### config.mk
export PLATFORM = sky130hd
export DESIGN_NAME = hack_cpu_core
export DESIGN_NICKNAME = d
export VERILOG_FILES = /design/src/rtl/hack_cpu_core.sv
export SDC_FILE = /design/constraint.sdc
export NUM_CORES = 1
export LEC_CHECK = 0
export ABC_AREA = 1
export CAP_MARGIN = 0
export CORE_ASPECT_RATIO = 1.1
export CORE_UTILIZATION = 45
export CTS_CLUSTER_DIAMETER = 30
export DETAILED_ROUTE_END_ITERATION = 10
export GPL_TIMING_DRIVEN = 0
export PLACE_DENSITY = 0.72
export SLEW_MARGIN = 10
export SYNTH_ARGS = -nofsm -noshare
export SYNTH_HDL_FRONTEND = slang
export SYNTH_SLANG_ARGS = --single-unit
### constraint.sdc
create_clock -name clk -period 4 [get_ports clk]
set_input_delay 0.8 -clock clk [delete_from_list [all_inputs] [get_ports clk]]
set_output_delay 0.8 -clock clk [all_outputs]
set_load 0.01 [all_outputs]
### src/rtl/hack_cpu_core.sv
// ---------------------------------------------------------------------------
// hack_cpu_core
//   Fetch-free Hack CPU core. It decodes each 16-bit instruction and evaluates
//   the Hack ALU on it. It holds the A, D and PC registers and drives the data
//   RAM interface. One instruction retires per unstalled clock.
//
// Ports
//   clk          in   1   system clock, rising-edge state updates
//   reset        in   1   synchronous active-high; clears A, D, loads PC_RESET
//   stall        in   1   hold all state and suppress the memory write
//   instruction  in  16   instruction word at ROM[pc]
//   inM          in  16   RAM[addressM] read data
//   outM         out 16   ALU result (combinational), RAM write data
//   writeM       out  1   RAM write enable for this cycle (combinational)
//   addressM     out 15   A[14:0] (registered)
//   pc           out 15   address of the current instruction (registered)
// ---------------------------------------------------------------------------
module hack_cpu_core #(
    parameter logic [14:0] PC_RESET = 15'd0
) (
    input  logic        clk,
    input  logic        reset,
    input  logic        stall,
    input  logic [15:0] instruction,
    input  logic [15:0] inM,
    output logic [15:0] outM,
    output logic        writeM,
    output logic [14:0] addressM,
    output logic [14:0] pc
);

    logic [15:0] a_q, a_d;
    logic [15:0] d_q, d_d;
    logic [14:0] pc_q, pc_d;

    logic               is_c;
    logic               sel_m;
    logic        [15:0] alu_y;
    logic signed [15:0] alu_out;
    logic               zr;
    logic               ng;
    logic               take;
    logic [14:0]        pc_inc;

    // Hack ALU: x/y optionally zeroed then inverted, add or AND, then the
    // result is optionally inverted. The add wraps at 16 bits.
    function automatic logic signed [15:0] hack_alu(
        input logic [15:0] x_in,
        input logic [15:0] y_in,
        input logic [5:0]  ctl
    );
        logic [15:0] x;
        logic [15:0] y;
        logic [15:0] r;
        x = ctl[5] ? 16'h0000 : x_in;
        x = ctl[4] ? ~x : x;
        y = ctl[3] ? 16'h0000 : y_in;
        y = ctl[2] ? ~y : y;
        r = ctl[1] ? (x + y) : (x & y);
        r = ctl[0] ? ~r : r;
        return $signed(r);
    endfunction

    // ---- decode / execute (combinational, zero-cycle latency) ----
    always_comb begin
        is_c    = instruction[15];
        sel_m   = instruction[12];
        alu_y   = sel_m ? inM : a_q;
        alu_out = hack_alu(d_q, alu_y, instruction[11:6]);
        zr      = (alu_out == 16'sd0);
        ng      = (alu_out < 16'sd0);
        take    = (instruction[2] & ng) |
                  (instruction[1] & zr) |
                  (instruction[0] & ~ng & ~zr);
        pc_inc  = pc_q + 15'd1;

        a_d  = a_q;
        d_d  = d_q;
        pc_d = pc_q;
        if (!stall) begin
            if (!is_c) begin
                a_d  = {1'b0, instruction[14:0]};
                pc_d = pc_inc;
            end else begin
                if (instruction[5]) a_d = alu_out;
                if (instruction[4]) d_d = alu_out;
                // Jump target is the A value before this instruction's write.
                pc_d = take ? a_q[14:0] : pc_inc;
            end
        end
    end

    assign outM     = alu_out;
    assign writeM   = is_c & instruction[3] & ~stall & ~reset;
    assign addressM = a_q[14:0];
    assign pc       = pc_q;

    // ---- architectural register update ----
    always_ff @(posedge clk) begin
        if (reset) begin
            a_q  <= 16'h0000;
            d_q  <= 16'h0000;
            pc_q <= PC_RESET;
        end else begin
            a_q  <= a_d;
            d_q  <= d_d;
            pc_q <= pc_d;
        end
    end

endmodule
Word level (Yosys, flattened, before mapping)
Cells that the tools add are included.
{ "classes": {"bitwise": 17, "eq_ne": 1, "muxes": 11, "order_cmp": 1, "n_reduce_logical": 3, "add_sub_neg": 2} }
{ "ops": {"columns": ["cell", "n"], "rows": [
  ["$mux 16", 9],
  ["$not 16->16", 3],
  ["$mux 15", 2],
  ["$add 16x16->16", 1],
  ["$and 16x16->16", 1],
  ["$logic_not 16->1", 1],
  ["$lt 16x1->1 const B", 1],
  ["$add 15x1->15 const B", 1],
  ["$and 1x1->1", 7],
  ["$not 1->1", 4],
  ["$reduce_and 3->1", 1],
  ["$ne 2x2->1 const B", 1],
  ["$or 1x1->1", 2],
  ["$reduce_and 2->1", 1]
]} }
{ "word_totals": {"inputBits": 35, "reg_bits": 47, "output_inout_bits": 47, "word_cells": 38} }

Logic depth before layout (Yosys ltp)
{ "depth": {"word_depth": 15, "ltp_mapped": 27, "ltp_nobuf": 26} }

Least setup slack after synthesis
No wires, ideal clock.
{ "synth_path": {"path_type": "input -> register", "start": "input port instruction[10]", "end": "register pc_q[12] (netlist: pc[12])", "path_buffers": 3, "cell_stages": 22, "setup_ps": 117, "arrival_time_ps": 3908, "setup_slack_ps": -25, "t_required_ps": 3883, "cell_sequence": "clkbuf_1 -> clkbuf_1 -> xnor2_1 -> ha_1 -> fa_1 -> o21ai_0 -> nand2_1 -> nand2_1 -> nand2_1 -> nor2_1 -> nand3_1 -> nor2_1 -> nand2_1 -> nor2_1 -> nand3_1 -> nand2_2 -> nand3_4 -> buf_6 -> nand3_1 -> nand2_1 -> nor2_1 -> nor2_1"} }
{ "synth_via": {"elab_chain_len": 12, "word_cells_on_any_way": 18, "cone_classes": "add/sub (1); order compare (1); mux (5); bitwise (10); reduce/logical (1)"} }
{ "synth_lines": {"columns": ["item", "line_no", "source"], "rows": [
  ["start: declaration", "24", "input logic [15:0] instruction,"],
  ["$mux 16 *", "56", "x = ctl[4] ? ~x : x;"],
  ["$add 16x16->16 or $and 16x16->16 (tied branches)", "59", "r = ctl[1] ? (x + y) : (x & y);"],
  ["$mux 16 *", "59", null],
  ["$not 16->16", "60", "r = ctl[0] ? ~r : r;"],
  ["$mux 16 *", "60", null],
  ["named net outM[2]", "26", "output logic [15:0] outM,"],
  ["$lt 16x1->1", "71", "ng = (alu_out < 16'sd0);"],
  ["$not 1->1", "74", "(instruction[0] & ~ng & ~zr);"],
  ["$and 1x1->1 (2 in a row)", "74", null],
  ["$or 1x1->1 *", "73", "(instruction[1] & zr) |"],
  ["$mux 15 *", "88", "pc_d = take ? a_q[14:0] : pc_inc;"],
  ["$mux 15 *", "81", "if (!is_c) begin"],
  ["end signal: assignment", "107", "pc_q <= pc_d;"],
  ["end: declaration", "34", "logic [14:0] pc_q, pc_d;"]
]} }
Mark *: on every way through the listed nets, which the timed path passes. The rest lies on a longest branch.
A chain may end at the register's enable or synchronous reset.

Worst setup path after layout
{ "layout_path": {"start": "input port inM[6]", "end": "output port outM[15]"} }
{ "layout_via": {"elab_chain_len": 8} }
{ "layout_lines": {"columns": ["item", "line_no", "source"], "rows": [
  ["start: declaration", "25", "input logic [15:0] inM,"],
  ["$mux 16 *", "68", "alu_y = sel_m ? inM : a_q;"],
  ["$mux 16 *", "57", "y = ctl[3] ? 16'h0000 : y_in;"],
  ["$not 16->16", "58", "y = ctl[2] ? ~y : y;"],
  ["$mux 16 *", "58", null],
  ["$add 16x16->16 *", "59", null],
  ["$mux 16 *", "59", null],
  ["$not 16->16", "60", null],
  ["$mux 16 *", "60", null],
  ["end: declaration", "26", null]
]} }
Every way passes the cells marked *; elsewhere a longest branch is shown, timed or not.

==> impl_metrics.ini <==
[die]
chipHeight_um = 109
coreArea_um2 = 9980
ioPinCount = 82
die_area_um2 = 10800
num_rows = 38
dieWidth_um = 99.2
initial_core_util = 0.469

[worst_setup_path]
crit_buf_inv = 5
path_cells = clkdlybuf4s50_1 > o21ai_2 > xor2_1 > ha_1 > nand2_2 > inv_1 > a21oi_2 > nand2_2 > nand2_2 > nand3_1 > nand3_1 > nand3_1 > nand2_2 > inv_2 > buf_4 > clkbuf_2
regToRegSetupSlack_ps = 470
slowest_stage = clkdlybuf4s50_1
arrival_ps = 3170
timing.critical_path.to_type = output pin
cp-start-kind = primary input
cp_top_family = buffers and inverters
crit_fanout = 4
path_class = in -> out
path_common_cell = nand2_2
slowest_delay_ps = 430
critPathRequiredTime_ps = 3200

[clock_network]
clockBufferDepth = 2
cts.sinks = 47
cts_made_buffers = 5
clk_pin_slew_ps = 90
cts_tree = built
hold_buffers = 0
root_buffer = clkbuf_8
clk_latency_ps = 320
cts.htree.levels = 2

[cells_and_area]
num-fill-cells = 898
drive_above_1_share = 0.212
antenna_cells = 0
finalNetCount = 952
design_area_um2 = 6380
area_delta_synth_final_pct = 36.4
fin_util = 0.639

[sta]
post-route-min-period_ps = 3970
worst_pin_slew_ps = 631
post-route-period-util = 0.992
rsz0062_at_grt = yes
fmax_mhz = 252
relSlewSlack = 0.579
setup_viol = 0
drv_slew = 0
hold_violations = 0
clock_skew_ps = 11.2

[routing]
final_antenna_net_count = 0
postRouteWirelength_um = 16100
wl_per_cell_um = 15.8
vias_per_cell = 5.50
drtIter0Drc = 466
drcViolationCount = 0
vias = 5605
firstDrtPassIters = 5

[synthesis]
syn_avg_cell_area_um2 = 5.91
synth_warnings = 0
postSynthCellCount = 792
synthesis.area_um2 = 4680
yosysSeqAreaShare = 0.201
synth-seq-cells = 47
yosysUniqueCellTypes = 33
syn-num-nets = 845

[global_routing]
grt_pass1_wl_um = 24800
antenna_found_initial = 0
grt_max_degree = 14
grt_pass1_vias = 5089
grt_overflow = 0
track_usage = 0.289

[run]
drv_cap = 0

[placed_design]
dp_hpwl_um = 12000
port_buffers = 76
place_area_um2 = 5590
routabilityCongestion = 0.927

[run_status]
status = finished, final reports clean

[pwr]
p_per_area_nw_per_um2 = 303
leakage_nw = 3.04
irDropWorstVdd_uv = 153

[worst_hold_path]
hold_class = reg -> reg
state kept, by name, indices dropped and copies added, names as in the netlist:
name  flops
pc       15
a_q      16
d_q      16
final timing paths:
kind         startpoint       end  cells past startpoint
min             a_q[15]   a_q[15]                      2
min reg2reg     a_q[15]   a_q[15]                      2
max              inM[6]  outM[15]                     16
max reg2reg      a_q[1]    pc[10]                     22
synthesized netlist by cell type:
library cell	instances	area, um^2
o211ai_1	16	120
a221oi_1	9	78.8
nand3_4	1	17.5
buf_2	5	25.0
inv_1	115	432
and2_1	2	12.5
clkbuf_1	23	86.3
nor4_1	1	6.26
nand3_1	87	435
inv_2	3	11.3
dfxtp_1	47	941
nand2_1	212	796
nand3_2	1	10.0
nand3b_1	2	15.0
xor2_1	46	403
fa_1	1	20.0
a21oi_1	45	225
ha_1	17	213
or2_2	3	18.8
buf_4	18	135
xnor2_1	3	26.3
a21boi_0	1	7.51
o21ai_0	37	185
buf_1	5	18.8
nor3_1	1	5.00
nand2_2	9	56.3
a21oi_2	6	52.6
nor2_1	63	236
buf_6	2	22.5
nand4_1	6	37.5
clkinv_1	1	3.75
nor2_2	3	18.8
a21o_1	1	7.51
placed cells by master (no fill, tap or decap), types with 9 or more instances in the layout:
cell,Yosys,final
a21oi_1,45,36
o21ai_2,0,12
a21oi_2,6,15
clkbuf_1,23,15
xor2_2,0,12
o211ai_1,16,16
nand2_2,9,28
inv_1,115,108
buf_4,18,40
ha_4,0,13
clkdlybuf4s50_1,0,58
a221oi_1,9,9
xor2_1,46,34
nand3_1,87,79
dfxtp_1,47,47
nor2_1,63,59
nand2_1,212,190
o21ai_0,37,22
where the power goes:
part | internal (mW) | switching, mW | total (mW) | leakage, nW
Sequential | 0.501 | 0.0328 | 0.534 | 0.387
Combinational | 0.456 | 0.631 | 1.09 | 2.60
Clock | 0.136 | 0.177 | 0.314 | 0.0470
Total | 1.09 | 0.841 | 1.93 | 3.04
tightest hold or removal path: cells and delay by family, from the launching register on:
family / cells / cell delay (ps)
AO/OA/AOI/OAI: 1 / 50
flip-flops: 1 / 320
AND/OR/NAND/NOR: 1 / 60
layer usage:
metal	GRT usage	vias up	share of wire
met2	0.481	253	0.47
met1	0.378	2609	0.42
li1	-	2703	-
met3	0.0397	40	0.079
met5	0	-	0
met4	0.113	0	0.027
kinds of logic after synthesis:
family | after synthesis | share of synthesized area
DFF | 47 | 0.201
and+or+nand+nor | 391 | 0.356
xor gates and xnor gates | 49 | 0.0917
adders and majority gates | 18 | 0.0497
buffers and inverters | 172 | 0.157
AOI/OAI and AO/OA | 115 | 0.145
layout make-up:
cell class | instances | area [um^2] | share of cell area
clock buffers | 6 | 82.6 | 0.0129
flip-flops and latches | 47 | 941 | 0.147
inverters | 119 | 457 | 0.0715
clock inverters | 1 | 5.00 | 0.000784
multi-input cells | 573 | 3490 | 0.546
well taps | 120 | 150 | 0.0235
repair buffers | 100 | 908 | 0.142
plain buffers | 53 | 354 | 0.0555
repair_timing:
| action | CTS | global route |
|---|---|---|
| pin swaps | 15 | 35 |
| cloned | 1 | 1 |
| resized for setup | 105 | 88 |
| setup buffers | 12 | 10 |
| endpoints found under the setup margin | 32 | 28 |
through the flow:
stage / setup slack [ps] / instances / setup TNS (ps) / hold slack [ps] / total power, mW
after floorplan: 64.1 / 792 / 0 / 446 / 1.13
after global placement: -1310 / 988 / -29250 / 455 / 1.42
after detailed placement: -1320 / 988 / -32610 / 462 / 1.44
after CTS: -132 / 1008 / -163 / 475 / 1.82
after global routing: -69.8 / 1019 / -479 / 503 / 2.05
final: 32.3 / 1019 / 0 / 471 / 1.93
Power figures use the tool's default switching activity.
